<file path="src/rtl/if_id_stage_pkg.sv">
// rtl/if_id_stage_pkg.sv - shared fetch/decode pipeline constants
package if_id_stage_pkg;

   localparam int ADDR_W = 32;
   localparam logic [ADDR_W-1:0] RESET_PC_DEFAULT = 32'h0000_0000;
   localparam logic [31:0] NOP_INSTR = 32'h0000_0000;

   // Redirect targets are always word aligned.
   function automatic logic [ADDR_W-1:0] word_align(input logic [ADDR_W-1:0] addr);
      return {addr[ADDR_W-1:2], 2'b00};
   endfunction

endpackage

</file>
<file path="src/rtl/if_id_stage_pc_register.sv">
// rtl/if_id_stage_pc_register.sv - program counter with next-PC priority mux
module pc_register
   import if_id_stage_pkg::*;
#(
   parameter logic [ADDR_W-1:0] RESET_PC = RESET_PC_DEFAULT
) (
   input  logic              clk,
   input  logic              reset,
   input  logic              pc_write,
   input  logic              branch_taken,
   input  logic [ADDR_W-1:0] branch_target,
   input  logic              jump,
   input  logic [ADDR_W-1:0] jump_target,
   output logic [ADDR_W-1:0] pc,
   output logic [ADDR_W-1:0] pc_plus4,
   output logic              redirect
);

   logic [ADDR_W-1:0] pc_next;

   // A redirect belongs to an older instruction, so it wins over a stall.
   always_comb begin
      pc_next  = pc;
      redirect = branch_taken | jump;
      pc_plus4 = pc + 32'd4;
      if (branch_taken) begin
         pc_next = word_align(branch_target);
      end else if (jump) begin
         pc_next = word_align(jump_target);
      end else if (pc_write) begin
         pc_next = pc_plus4;
      end
   end

   always_ff @(posedge clk or posedge reset) begin
      if (reset) begin
         pc <= RESET_PC;
      end else begin
         pc <= pc_next;
      end
   end

endmodule

</file>
<file path="src/rtl/if_id_stage.sv">
// rtl/if_id_stage.sv - instruction fetch stage with IF/ID register and stall counter
module if_id_stage
   import if_id_stage_pkg::*;
#(
   parameter logic [ADDR_W-1:0] RESET_PC = RESET_PC_DEFAULT,
   parameter int                CNT_W    = 16
) (
   input  logic              clk,
   input  logic              reset,
   input  logic              PCWrite,
   input  logic              IF_ID_write,
   input  logic              branch_taken,
   input  logic [ADDR_W-1:0] branch_target,
   input  logic              jump,
   input  logic [ADDR_W-1:0] jump_target,
   input  logic [31:0]       imem_instr,
   output logic [ADDR_W-1:0] imem_addr,
   output logic [31:0]       IF_ID_instr,
   output logic [ADDR_W-1:0] IF_ID_pc4,
   output logic              IF_ID_valid,
   output logic [CNT_W-1:0]  stall_count
);

   logic [ADDR_W-1:0] pc;
   logic [ADDR_W-1:0] pc_plus4;
   logic              redirect;

   pc_register #(
      .RESET_PC (RESET_PC)
   ) u_pc_register (
      .clk           (clk),
      .reset         (reset),
      .pc_write      (PCWrite),
      .branch_taken  (branch_taken),
      .branch_target (branch_target),
      .jump          (jump),
      .jump_target   (jump_target),
      .pc            (pc),
      .pc_plus4      (pc_plus4),
      .redirect      (redirect)
   );

   assign imem_addr = pc;

   // Flush on redirect: the fetched instruction is on the wrong path.
   always_ff @(posedge clk or posedge reset) begin
      if (reset) begin
         IF_ID_instr <= NOP_INSTR;
         IF_ID_pc4   <= '0;
         IF_ID_valid <= 1'b0;
      end else if (redirect) begin
         IF_ID_instr <= NOP_INSTR;
         IF_ID_pc4   <= '0;
         IF_ID_valid <= 1'b0;
      end else if (IF_ID_write) begin
         IF_ID_instr <= imem_instr;
         IF_ID_pc4   <= pc_plus4;
         IF_ID_valid <= 1'b1;
      end
   end

   always_ff @(posedge clk or posedge reset) begin
      if (reset) begin
         stall_count <= '0;
      end else if (!PCWrite && !redirect && (stall_count != {CNT_W{1'b1}})) begin
         stall_count <= stall_count + CNT_W'(1);
      end
   end

endmodule

</file>
<file path="config.mk">
export PLATFORM = sky130hd
export DESIGN_NAME = if_id_stage
export DESIGN_NICKNAME = d
export VERILOG_FILES = /design/src/rtl/if_id_stage_pkg.sv /design/src/rtl/if_id_stage_pc_register.sv /design/src/rtl/if_id_stage.sv
export SDC_FILE = /design/constraint.sdc
export NUM_CORES = 1
export LEC_CHECK = 0
export BUFFER_PORTS_ARGS = -buffer_cell sky130_fd_sc_hd__buf_4
export CAP_MARGIN = 20
export CORE_MARGIN = 3
export CORE_UTILIZATION = 51
export DETAILED_ROUTE_END_ITERATION = 8
export PLACE_DENSITY = 0.82
export SLEW_MARGIN = 10
export SYNTH_ARGS = -nofsm -noshare
export SYNTH_HDL_FRONTEND = slang
export SYNTH_HIERARCHICAL = 1
export SYNTH_SLANG_ARGS = --single-unit
</file>
<file path="constraint.sdc">
create_clock -name clk -period 2.73 [get_ports clk]
set_input_delay 0.273 -clock clk [delete_from_list [all_inputs] [get_ports clk]]
set_output_delay 0.273 -clock clk [all_outputs]
set_load 0.02 [all_outputs]
</file>
Yosys cells after proc, flatten, opt, wreduce, memory -nomap -nowiden
Index checks and enable logic that the tools add are counted.

operators by class
  reduce and logical (&&, ||, !) cells = 6
  muxes and demuxes = 9
  $add $sub $neg = 2
  equality and inequality tests = 1
  bitwise operators = 1

operators by type and width
  cell                   number
  $mux 32                7
  $add 32x3->32 const B  1
  $add 16x1->16 const B  1
  $ne 16x16->1 const B   1
  $reduce_bool 3->1      1
  $logic_and 1x1->1      2
  $logic_not 1->1        2
  $mux 1                 2
  $reduce_bool 2->1      1
  $or 1x1->1             1

word-level totals
  output and inout bits = 113
  input port bits = 102
  flip-flop bits (word level) = 113
  word-level logic and storage cells = 24

Logic depth before layout (Yosys ltp)
Gate-level depths: netlist of the first run.

  depth after elaboration = 4
  gate-level depth with buffers = 8
  depth with buffers taken out = 7

Modules after synthesis
The synthesis of the first run kept the hierarchy.

by module, submodules not included
  module       area an instance (µm²)  sequential area each (µm²)  cells an instance  times used
  if_id_stage  3370.7                  2026.9                      284                1
  pc_register  2671.3                  750.7                       309                1

Least setup slack after synthesis of the first run
Ideal clock, no wire load.

  path kind = input-to-reg
  start point = in branch_taken
  end point = reg stall_count[15]
  cell stages on the path = 8
  data required time = 2.602 ns
  library setup time = 0.128 ns
  path buffers = 2
  path slack = 0.484 ns
  arrival time = 2.118 ns
  cells stage by stage = clkbuf_1 -> nor2_1 -> clkinv_1 -> or2_1 -> buf_2 -> or4_4 -> nor3_2 -> mux2_1

between the ends
  longest elaborated chain between the ends = 4

RTL lines
  item                             line                           text
  from (decl)                      if_id_stage.sv:12              input logic branch_taken,
  $or 1x1->1                       if_id_stage_pc_register.sv:24  redirect = branch_taken | jump;
  named net redirect               if_id_stage.sv:26              logic redirect;
  $logic_not 1->1                  if_id_stage.sv:65              end else if (!PCWrite && !redirect && (stall_count != {CNT_W{1'b1}})) begin
  $logic_and 1x1->1 (2 in series)  if_id_stage.sv:65
  to (signal assigned)             if_id_stage.sv:66              stall_count <= stall_count + CNT_W'(1);
  to (decl)                        if_id_stage.sv:21              output logic [CNT_W-1:0] stall_count

The timed path passes the listed nets, and every way through them passes these cells.
A chain may end at the register's enable or synchronous reset.

Worst setup path in the final report of the first run
  start point = reg u_pc_register.pc[2]
  end point = reg IF_ID_pc4[24]

between the ends
  longest elaborated chain between the ends = 3

RTL lines
  item                    line                           text
  from (decl)             if_id_stage_pc_register.sv:14  output logic [ADDR_W-1:0] pc,
  from (signal assigned)  if_id_stage_pc_register.sv:39  pc <= pc_next;
  $add 32x3->32           if_id_stage_pc_register.sv:25  pc_plus4 = pc + 32'd4;
  named net pc_plus4[24]  if_id_stage.sv:25              logic [ADDR_W-1:0] pc_plus4;
  $mux 32                 if_id_stage.sv:55              end else if (IF_ID_write) begin
  $mux 32                 if_id_stage.sv:51              end else if (redirect) begin
  to (signal assigned)    if_id_stage.sv:57              IF_ID_pc4 <= pc_plus4;
  to (decl)               if_id_stage.sv:19              output logic [ADDR_W-1:0] IF_ID_pc4,

The timed path passes the listed nets, and every way through them passes these cells. The select of a mux whose other input is x is not followed.

==> key figures, run 1 <==
Place
  • PortBufs: about 210
  • Hpwl dp: 12,280 um
  • Placed cell areas: 7705 um2
  • Placed Instances: 918
  • Placer Congestion: 0.8159
  • Place WS: 0.6150 ns

Hold path
  • Min-delay worst type: in -> reg
  • Hold Startpoint: branch_target[2]

Floorplan
  • Die Width: 114.8 um
  • Initial core utilization: 52.47%
  • Core Rows: 39
  • DIE HEIGHT: roughly 110 um
  • Core Area: approximately 12,000 um2
  • Ports: 215
  • Die footprint: ~13,000 um2

Timing
  • Maximum clock frequency: between 0.4 and 0.5 GHz
  • Setup Skew: 0.005941 ns
  • Hold_ws: around 0.14 ns
  • PnR worst setup slack: 0.5901 ns
  • Period utilisation layout: 78.39%
  • Final min period: 2.140 ns
  • Hold violation count in the final report: 0
  • Final setup viols: 0
  • Slew Viols, Final: 0
  • Setup tns final: 0 ns
  • RSZ-0062 raised after global routing: false
  • Worst-margin pin slew: ~0.88 ns
  • Slew Limit Headroom: 41.18%

Clock network
  • CTS Buf Count: 9
  • Root Buffer: clkbuf_16
  • Clk Latency, worst-skew pair: 0.35 ns
  • CTS tree: yes
  • Worst-path clk slew: ~0.070 ns
  • CTS HTree Levels: 3
  • Longest Clk Path Bufs: 2
  • CTS resizes: 0
  • Clock Sinks: 111

Cells and area
  • P&R area growth vs syn: 32.84%
  • Layout cells sized above 1: 33.38%
  • Cell Count, Final, Fillers Out: 934
  • # diodes: 0
  • Core Util, Final: 69.70%
  • Nets: 891
  • Post-Layout Inst Area: 8026 um2

GRT
  • Number of global-route vias before repair: approximately 5.2k
  • First-pass GRT wire length: about 27,000 um
  • Total GRT Usage: around 26%
  • Overflow after GRT: 0
  • Initial antenna violation count: 0
  • Largest net degree at the start of global routing: 75

Route
  • Final WL: 16,940 um
  • DR vias/cell: 5.746
  • DR vias: roughly 5.4k
  • DRC Markers: 0
  • Detailed Routing Iterations Pass 1: 5
  • ANT nets after route: 0
  • First DRT Iteration DRCs: around 360
  • Uppermost layer routed: met4
  • Wire length on met3: 1164 um
  • Met1 wire length: 7050 um
  • DR WL/cell: 18.14 um
  • Met2 wire len: 8405 um

Power and ir drop
  • NetSw: 1.262 mW
  • Int Pwr: 2.997 mW
  • Max VDD drop: 0.3704 mV
  • Combinational power share: about 22%
  • PnR Total Power: ~4.3 mW
  • Leakage power: 4.015 nW
  • Clock power share: 32.7%
  • Sequential Power Share: between 40% and 50%
  • Sw Share: 29.63%
  • Pwr Density: 530.6 nW/um2

Logic synthesis
  • Number of flops mapped to enable cells by yosys: 0
  • Top FF cell, synth: dfrtp_1
  • Post-Syn Area: roughly 6000 um2
  • Ys async rst share: 100.0%
  • Top-count cell post-synth: dfrtp_1
  • Largest cells by area after synthesis: dfrtp_1 46%, mux2i_1 12%, nor2_1 5.2%
  • Distinct cells, synth: just under 70
  • Yosys top cell area share: ~46%
  • Cells after synthesis: 593
  • Post-synth top cells: 111 x dfrtp_1, 84 x nor2_1, 71 x mux2i_1
  • Mean Syn Cell Area: slightly above 10 um2
  • Ys Warns: 6
  • Flops & latches, synth: 111
  • Post-synthesis sequential area ratio: 45.97%
  • Largest area contributor in the netlist: dfrtp_1

Critical path
  • CP Max Fanout: 5
  • Critical path class: reg -> reg
  • Setup crit start kind: register
  • Worst reg2reg path startpoint: u_pc_register/pc[2]
  • Crit path from: u_pc_register/pc[2]
  • Crit. End Element: register
  • Worst Path Required: about 2.9 ns
  • Critical path arrival: about 2.3 ns

Outcome
  • Status: complete, no violations

Job
  • Max-Cap Viols: 0
-- power by group through the flow --
stage | combinational, mW | sequential, mW | clock, mW
finish | 0.950 | 1.92 | 1.39
global route | 1.03 | 1.94 | 1.48
CTS | 0.954 | 1.91 | 1.42
detailed placement | 0.951 | 1.94 | 0
global placement | 0.925 | 1.94 | 0
floorplan | 0.418 | 2.05 | 0
-- cell families after synthesis --
logic type,Yosys count,synth area share (%)
AO/OA/AOI/OAI,89,9.857
XOR/XNOR,51,7.393
adder cells (fa/ha/maj),2,0.4141
buffers and inverters,51,3.686
flip-flops,111,45.97
multiplexers,76,12.76
other,1,0.06207
AND/OR/NAND/NOR,212,19.86
-- state kept, by name (all words and copies together), names as in the netlist --
name,cells
IF_ID_instr,32
IF_ID_valid,1
u_pc_register/pc,30
IF_ID_pc4,32
stall_count,16
-- layout by cell type (no fill, tap or decap), types with 4 or more instances in the layout --
| master | n |
|---|---|
| conb_1 | 4 |
| mux2i_1 | 71 |
| buf_4 | 217 |
| o21ai_0 | 17 |
| xnor2_1 | 31 |
| nand4_1 | 10 |
| nor3b_1 | 5 |
| nand4_4 | 4 |
| and3_1 | 6 |
| nand2_1 | 38 |
| clkbuf_16 | 9 |
| dfrtp_1 | 111 |
| nor2_1 | 84 |
| nor3_1 | 12 |
| a22oi_1 | 7 |
| a21oi_1 | 27 |
| xor2_1 | 20 |
| inv_1 | 10 |
| and4_1 | 4 |
| and2_1 | 5 |
| nand3_1 | 19 |
-- per-layer routing --
| layer | track usage (%) | vias to the layer above |
|---|---|---|
| li1 | - | 2482 |
| met2 | 42.55 | 227 |
| met3 | 4.789 | 22 |
| met1 | 33.67 | 2636 |
| met5 | 0 | - |
| met4 | 8.372 | 0 |
-- layout make-up --
cell class,instances,area [um2]
Clock buffer,9,225.2
Sequential cell,111,2778
Multi-Input combinational cell,434,3053
Tap cell,143,178.9
Clock inverter,6,86.33
Timing Repair Buffer,219,1659
Inverter,12,46.29
Fill cell,872,3490
-- repair_timing --
action | CTS | global route
setup buffers | 0 | 0
endpoints found under the hold margin | 23 | 0
hold buffers | 1 | 0
-- path summary, 6_finish.rpt --
path,to,slack [ns],depth (start not counted)
setup / recovery,IF_ID_pc4[24],0.59,7
hold / removal,u_pc_register/pc[2],0.14,3
setup reg to reg,IF_ID_pc4[24],0.59,7
hold reg to reg,IF_ID_valid,0.52,2
max in group asynchronous,IF_ID_instr[2],1.46,4
min in group asynchronous,IF_ID_pc4[25],0.49,3
-- critical path: stages (launching register included) --
cell and delay [ns]:
dfrtp_1 0.43, ha_1 0.30, nand4_4 0.19, nor4_4 0.46, nand4_1 0.24, xnor2_1 0.18, mux2i_1 0.13, nor2_1 0.06
(Power assumes the default switching activity.)
==> inputs of run 2 (changes only) <==
Clock period 2.73 ns to 2.15 ns, I/O delays scaled along.
==> key figures, run 2 (synthesis gave the netlist of run 1 again) <==
GRT
  • Met1 usage: 35.23%
  • Met3 GRT Util: under 10%
  • Total GRT Usage: between 20% and 30%
  • Overflow after GRT: 0
  • Number of global-route vias before repair: 5,328
  • First-pass GRT wire length: 27,470 um
  • Initial antenna violation count: 0
  • Top Usage Layer GRT: met2
  • Largest net degree at the start of global routing: 75
  • Met2 Use GR: 40.35%

Critical path
  • Crit-path most repeated cell: and3_1
  • Critical-path cell list: and3_1 > and3_1 > nand4_1 > xnor2_1 > mux2i_1 > nor2_1
  • Critical path arrival: 2.19 ns
  • Worst path slowest cell: dfrtp_1
  • Critical Path Max Stage Delay: approximately 0.5 ns
  • Worst Path Required: ~2.4 ns
  • CP Max Fanout: 7
  • Crit. End Element: register
  • Setup crit start kind: register
  • Critical path class: reg -> reg

Clock network
  • CTS Buf Count: 9
  • CTS HTree Levels: 3
  • Worst-path clk slew: 0.08 ns
  • Longest Clk Path Bufs: 2
  • Root Buffer: clkbuf_16
  • CTS resizes: 0
  • Clk Latency, worst-skew pair: about 0.36 ns
  • Clock Sinks: 111
  • Postcts setup bufs: 0
  • CTS tree: yes

Hold path
  • Min-delay worst type: in -> reg

Timing
  • Hold violation count in the final report: 0
  • Maximum clock frequency: 0.5075 GHz
  • Final setup viols: 0
  • Worst-margin pin slew: 0.7817 ns
  • RSZ-0062 raised after global routing: false
  • PnR worst setup slack: 0.1796 ns
  • Setup tns final: 0 ns
  • Setup Skew: between 0.009 and 0.01 ns
  • Slew Viols, Final: 0
  • Period utilisation layout: 91.65%
  • Slew Limit Headroom: a little under half
  • Final min period: 1.970 ns

Cells and area
  • # diodes: 0
  • Commonest non-fill, non-tap cell in the layout: buf_4
  • Nets: 909
  • Core Util, Final: 71.28%
  • Layout cells sized above 1: 34.94%
  • P&R area growth vs syn: 35.87%
  • # fillers: 848
  • Commonest non-fill, non-tap cells in the layout: 234 x buf_4, 111 x dfrtp_1, 84 x nor2_1
  • Largest registers: IF_ID_instr (32), IF_ID_pc4 (32), u_pc_register/pc (30)

Route
  • DR WL/cell: 18.06 um
  • DR vias: 5,354
  • DR vias/cell: 5.618
  • Detailed Routing Iterations Pass 1: 5
  • First DRT Iteration DRCs: roughly 440
  • Final WL: 17,210 um
  • DRC Markers: 0
  • ANT nets after route: 0

Floorplan
  • Core Rows: 39
  • Die footprint: 13,190 um2
  • Ports: 215
  • Die Width: around 110 um
  • Core Area: 11,520 um2
  • DIE HEIGHT: 114.8 um
  • Initial core utilization: 52.47%

Power and ir drop
  • Combinational power share: 22.3%
  • Clock power share: around a third
  • Leakage power: 4.125 nW
  • Sequential Power Share: 43.2%
  • Sw Share: 29.33%
  • Pwr Density: 682.7 nW/um2
  • Max VDD drop: 0.9736 mV
  • NetSw: between 1.5 and 2 mW
  • Int Pwr: between 3 and 4 mW

Place
  • Placer Congestion: 0.8518
  • Hpwl dp: 12,440 um
  • Place WS: between 0.05 and 0.06 ns
  • PortBufs: 208

Outcome
  • Status: complete, no violations

Job
  • Max-Cap Viols: 0
## run 2: cell types whose count changed in the layout (fill, tap and decap cells not counted), sizes merged
cell    before  now
inv         11   12
bufinv       2    3
buf        218  236
clkinv       4    3
## run 2: critical path, delay by kind of cell, from the launching register on
kind / cells / cell delay, ns
mux: 1 / 0.14
xor+xnor: 1 / 0.17
simple gates: 4 / 1.01
flops: 1 / 0.51
## run 2: path summary, 6_finish.rpt
path	start	end	slack [ns]	cells past startpoint
worst max-delay path	u_pc_register/pc[4]	IF_ID_pc4[23]	0.18	6
worst min-delay path	branch_target[11]	u_pc_register/pc[11]	0.08	3
worst max register to register	u_pc_register/pc[4]	IF_ID_pc4[23]	0.18	6
worst min register to register	IF_ID_valid	IF_ID_valid	0.51	2
max in group asynchronous	reset	IF_ID_instr[9]	1.01	4
min in group asynchronous	reset	IF_ID_pc4[25]	0.45	3
## run 2: per-layer routing
| metal | wire length (um) | part of all wire, % |
|---|---|---|
| met5 | 0 | 0 |
| met2 | 8170 | 47 |
| met1 | 7181 | 42 |
| met3 | 1303 | 7.6 |
| met4 | 553 | 3.2 |
## run 2: per-stage QoR
stage	cells	power (mW)	hold slack, ns	instance area, um2
2_1_floorplan	596	3.138	0.3058	6058
3_3_place_gp	936	3.666	0.2701	7856
3_5_place_dp	936	3.705	0.2757	7856
4_1_cts	953	5.648	0.05927	8209
5_1_grt	953	5.852	0.07877	8209
6_report	953	5.604	0.07753	8209
## run 2: layout make-up
class | instances | area (um2) | area share (%)
repair buffers | 237 | 1807 | 22.01
inverters | 12 | 50.05 | 0.6097
clock buffers | 9 | 225.2 | 2.743
flip-flops and latches | 111 | 2778 | 33.84
well taps | 143 | 178.9 | 2.180
clock inverters | 7 | 117.6 | 1.433
multi-input cells | 434 | 3053 | 37.19
## run 2: timing repair
item	CTS	global route
endpoints found under the setup margin	0	1
hold endpoints to repair	48	0
hold buffers	1	0
## run 2: power groups by stage
stage          logic [mW]  registers, mW  clock network (mW)
6_report             1.25           2.42                1.93
3_3_place_gp         1.22           2.45                   0
2_1_floorplan       0.531           2.61                   0
4_1_cts              1.25           2.42                1.97
5_1_grt              1.35           2.45                2.05
3_5_place_dp         1.25           2.46                   0
==> inputs of run 3 (changes only) <==
Settings changed: REMOVE_ABC_BUFFERS from default to 1.
==> key figures, run 3 (synthesis gave the netlist of run 1 again) <==
Clock network
  • Clock Sinks: 111
  • CTS tree: yes
  • CTS Buf Count: 9
  • Longest Clk Path Bufs: 2
  • Worst-path clk slew: roughly 0.080 ns
  • Root Buffer: clkbuf_16
  • CTS HTree Levels: 3
  • CTS resizes: 0
  • Clk Latency, worst-skew pair: 0.36 ns

Place
  • Placer Congestion: 0.8702
  • Hpwl dp: ~13,000 um
  • Place WS: 0.08111 ns
  • Placed Instances: 931
  • PortBufs: about 210

Critical path
  • Worst reg2reg path depth: 7
  • Reg2reg end: u_pc_register/pc[30]
  • Setup crit start kind: register
  • Crit path from: u_pc_register/pc[2]
  • Critical path arrival: 2.24 ns
  • Worst R2R Setup Slack: 0.12 ns
  • CP Max Fanout: 4
  • Worst Path Required: between 2 and 2.5 ns
  • Critical path class: reg -> reg
  • Worst reg2reg path startpoint: u_pc_register/pc[2]
  • Crit. End Element: register

Timing
  • PnR worst setup slack: 0.1162 ns
  • Final setup viols: 0
  • Maximum clock frequency: 0.4917 GHz
  • Hold_ws: between 0.09 and 0.1 ns
  • Setup Skew: 0.009471 ns
  • RSZ-0062 raised after global routing: false
  • Period utilisation layout: a little over nine tenths
  • Slew Viols, Final: 0
  • Hold violation count in the final report: 0
  • Slew Limit Headroom: 48.01%
  • Worst-margin pin slew: 0.7799 ns
  • Final min period: 2.034 ns

Cells and area
  • Cell Count, Final, Fillers Out: 949
  • # diodes: 0
  • Commonest non-fill, non-tap cell in the layout: buf_4
  • Nets: 905
  • Layout cells sized above 1: 34.62%
  • # fillers: 892
  • Area of the multi-input gates: 3053 um2
  • Largest registers: IF_ID_instr (32), IF_ID_pc4 (32), u_pc_register/pc (30)
  • Commonest non-fill, non-tap cells in the layout: 230 x buf_4, 111 x dfrtp_1, 84 x nor2_1
  • P&R area growth vs syn: 34.69%
  • Sequential cell area: 2778 um2

Floorplan
  • Ports: 215
  • Die Width: 114.8 um
  • Core Rows: 39
  • DIE HEIGHT: between 100 and 150 um
  • Initial core utilization: a little over half
  • Core Area: 11,520 um2
  • Die footprint: 13,190 um2

GRT
  • Number of global-route vias before repair: 5,418
  • Total GRT Usage: 26.34%
  • Overflow after GRT: 0
  • Largest net degree at the start of global routing: 75
  • Initial antenna violation count: 0
  • First-pass GRT wire length: 27,370 um

Route
  • DR vias: 5,486
  • ANT nets after route: 0
  • DR vias/cell: 5.781
  • Detailed Routing Iterations Pass 1: 4
  • Final WL: about 18,000 um
  • DR WL/cell: approximately 19 um
  • First DRT Iteration DRCs: 432
  • DRC Markers: 0

Hold path
  • Hold-critical path depth: 3
  • Hold Startpoint: branch_target[2]
  • Min-Delay Endpoint: u_pc_register/pc[2]
  • Min-delay worst type: in -> reg

Outcome
  • Status: complete, no violations

Power and ir drop
  • Max VDD drop: 0.5826 mV
  • Leakage power: 4.090 nW
  • Pwr Density: 666.7 nW/um2

Job
  • Max-Cap Viols: 0
-- run 3: cell types whose count changed in the layout (fill, tap and decap cells not counted) --
cell,change
bufinv_16,-2
clkinvlp_4,-1
clkbuf_8,+1
clkinv_4,+1
inv_2,+1
buf_4,-4
-- run 3: metrics by stage --
step	TNS (ns)	utilization [%]	power [mW]	instance area, um2
2_1_floorplan	-31.28	-	3.071	5876
3_5_place_dp	0	67.86	3.709	7815
5_1_grt	0	70.66	5.668	8138
3_3_place_gp	0	67.86	3.662	7815
6_report	0	70.66	5.425	8138
4_1_cts	0	70.60	5.468	8130
-- run 3: worst max-delay path by stage --
| stage | endpoint | slack (ns) | cells after the start |
|---|---|---|---|
| after floorplan | stall_count[15] | -1.32 | 6 |
| after global placement | stall_count[15] | 0.10 | 7 |
| after detailed placement | stall_count[10] | 0.08 | 8 |
| after CTS | u_pc_register/pc[30] | 0.09 | 7 |
| after global routing | IF_ID_pc4[24] | 0.002 | 7 |
| final | u_pc_register/pc[30] | 0.12 | 7 |
-- run 3: per-layer routing --
| metal | vias to the layer above | part of all wire, % | global-route usage, % |
|---|---|---|---|
| li1 | 2504 | - | - |
| met1 | 2691 | 40 | 33.11 |
| met2 | 260 | 50 | 44.41 |
| met3 | 31 | 7.9 | 6.474 |
| met4 | 0 | 2.3 | 9.311 |
| met5 | - | 0 | 0 |
-- run 3: power breakdown --
group | switching, mW | internal (mW)
sequential | 0.192 | 2.23
combinational | 0.675 | 0.583
clock | 0.801 | 0.943
total | 1.67 | 3.76
-- run 3: cell type report --
cell class	count	area share [%]
inverters	12	0.5689
clock inverters	6	0.8149
repair buffers	233	21.83
multi-input cells	434	37.52
well taps	143	2.199
clock buffers	10	2.937
flip-flops and latches	111	34.13
-- run 3: timing repair --
action,4_1_cts,5_1_grt
endpoints found under the hold margin,65,0
setup buffers,0,1
endpoints found under the setup margin,0,3
hold buffers,1,0
-- run 3: worst max-delay path: stages (launching register included) --
cell	delay, ns
dfrtp_1	0.40
ha_1	0.24
nand4_4	0.14
buf_4	0.19
nor3b_4	0.26
nand4_2	0.20
o41ai_2	0.37
a41oi_1	0.09
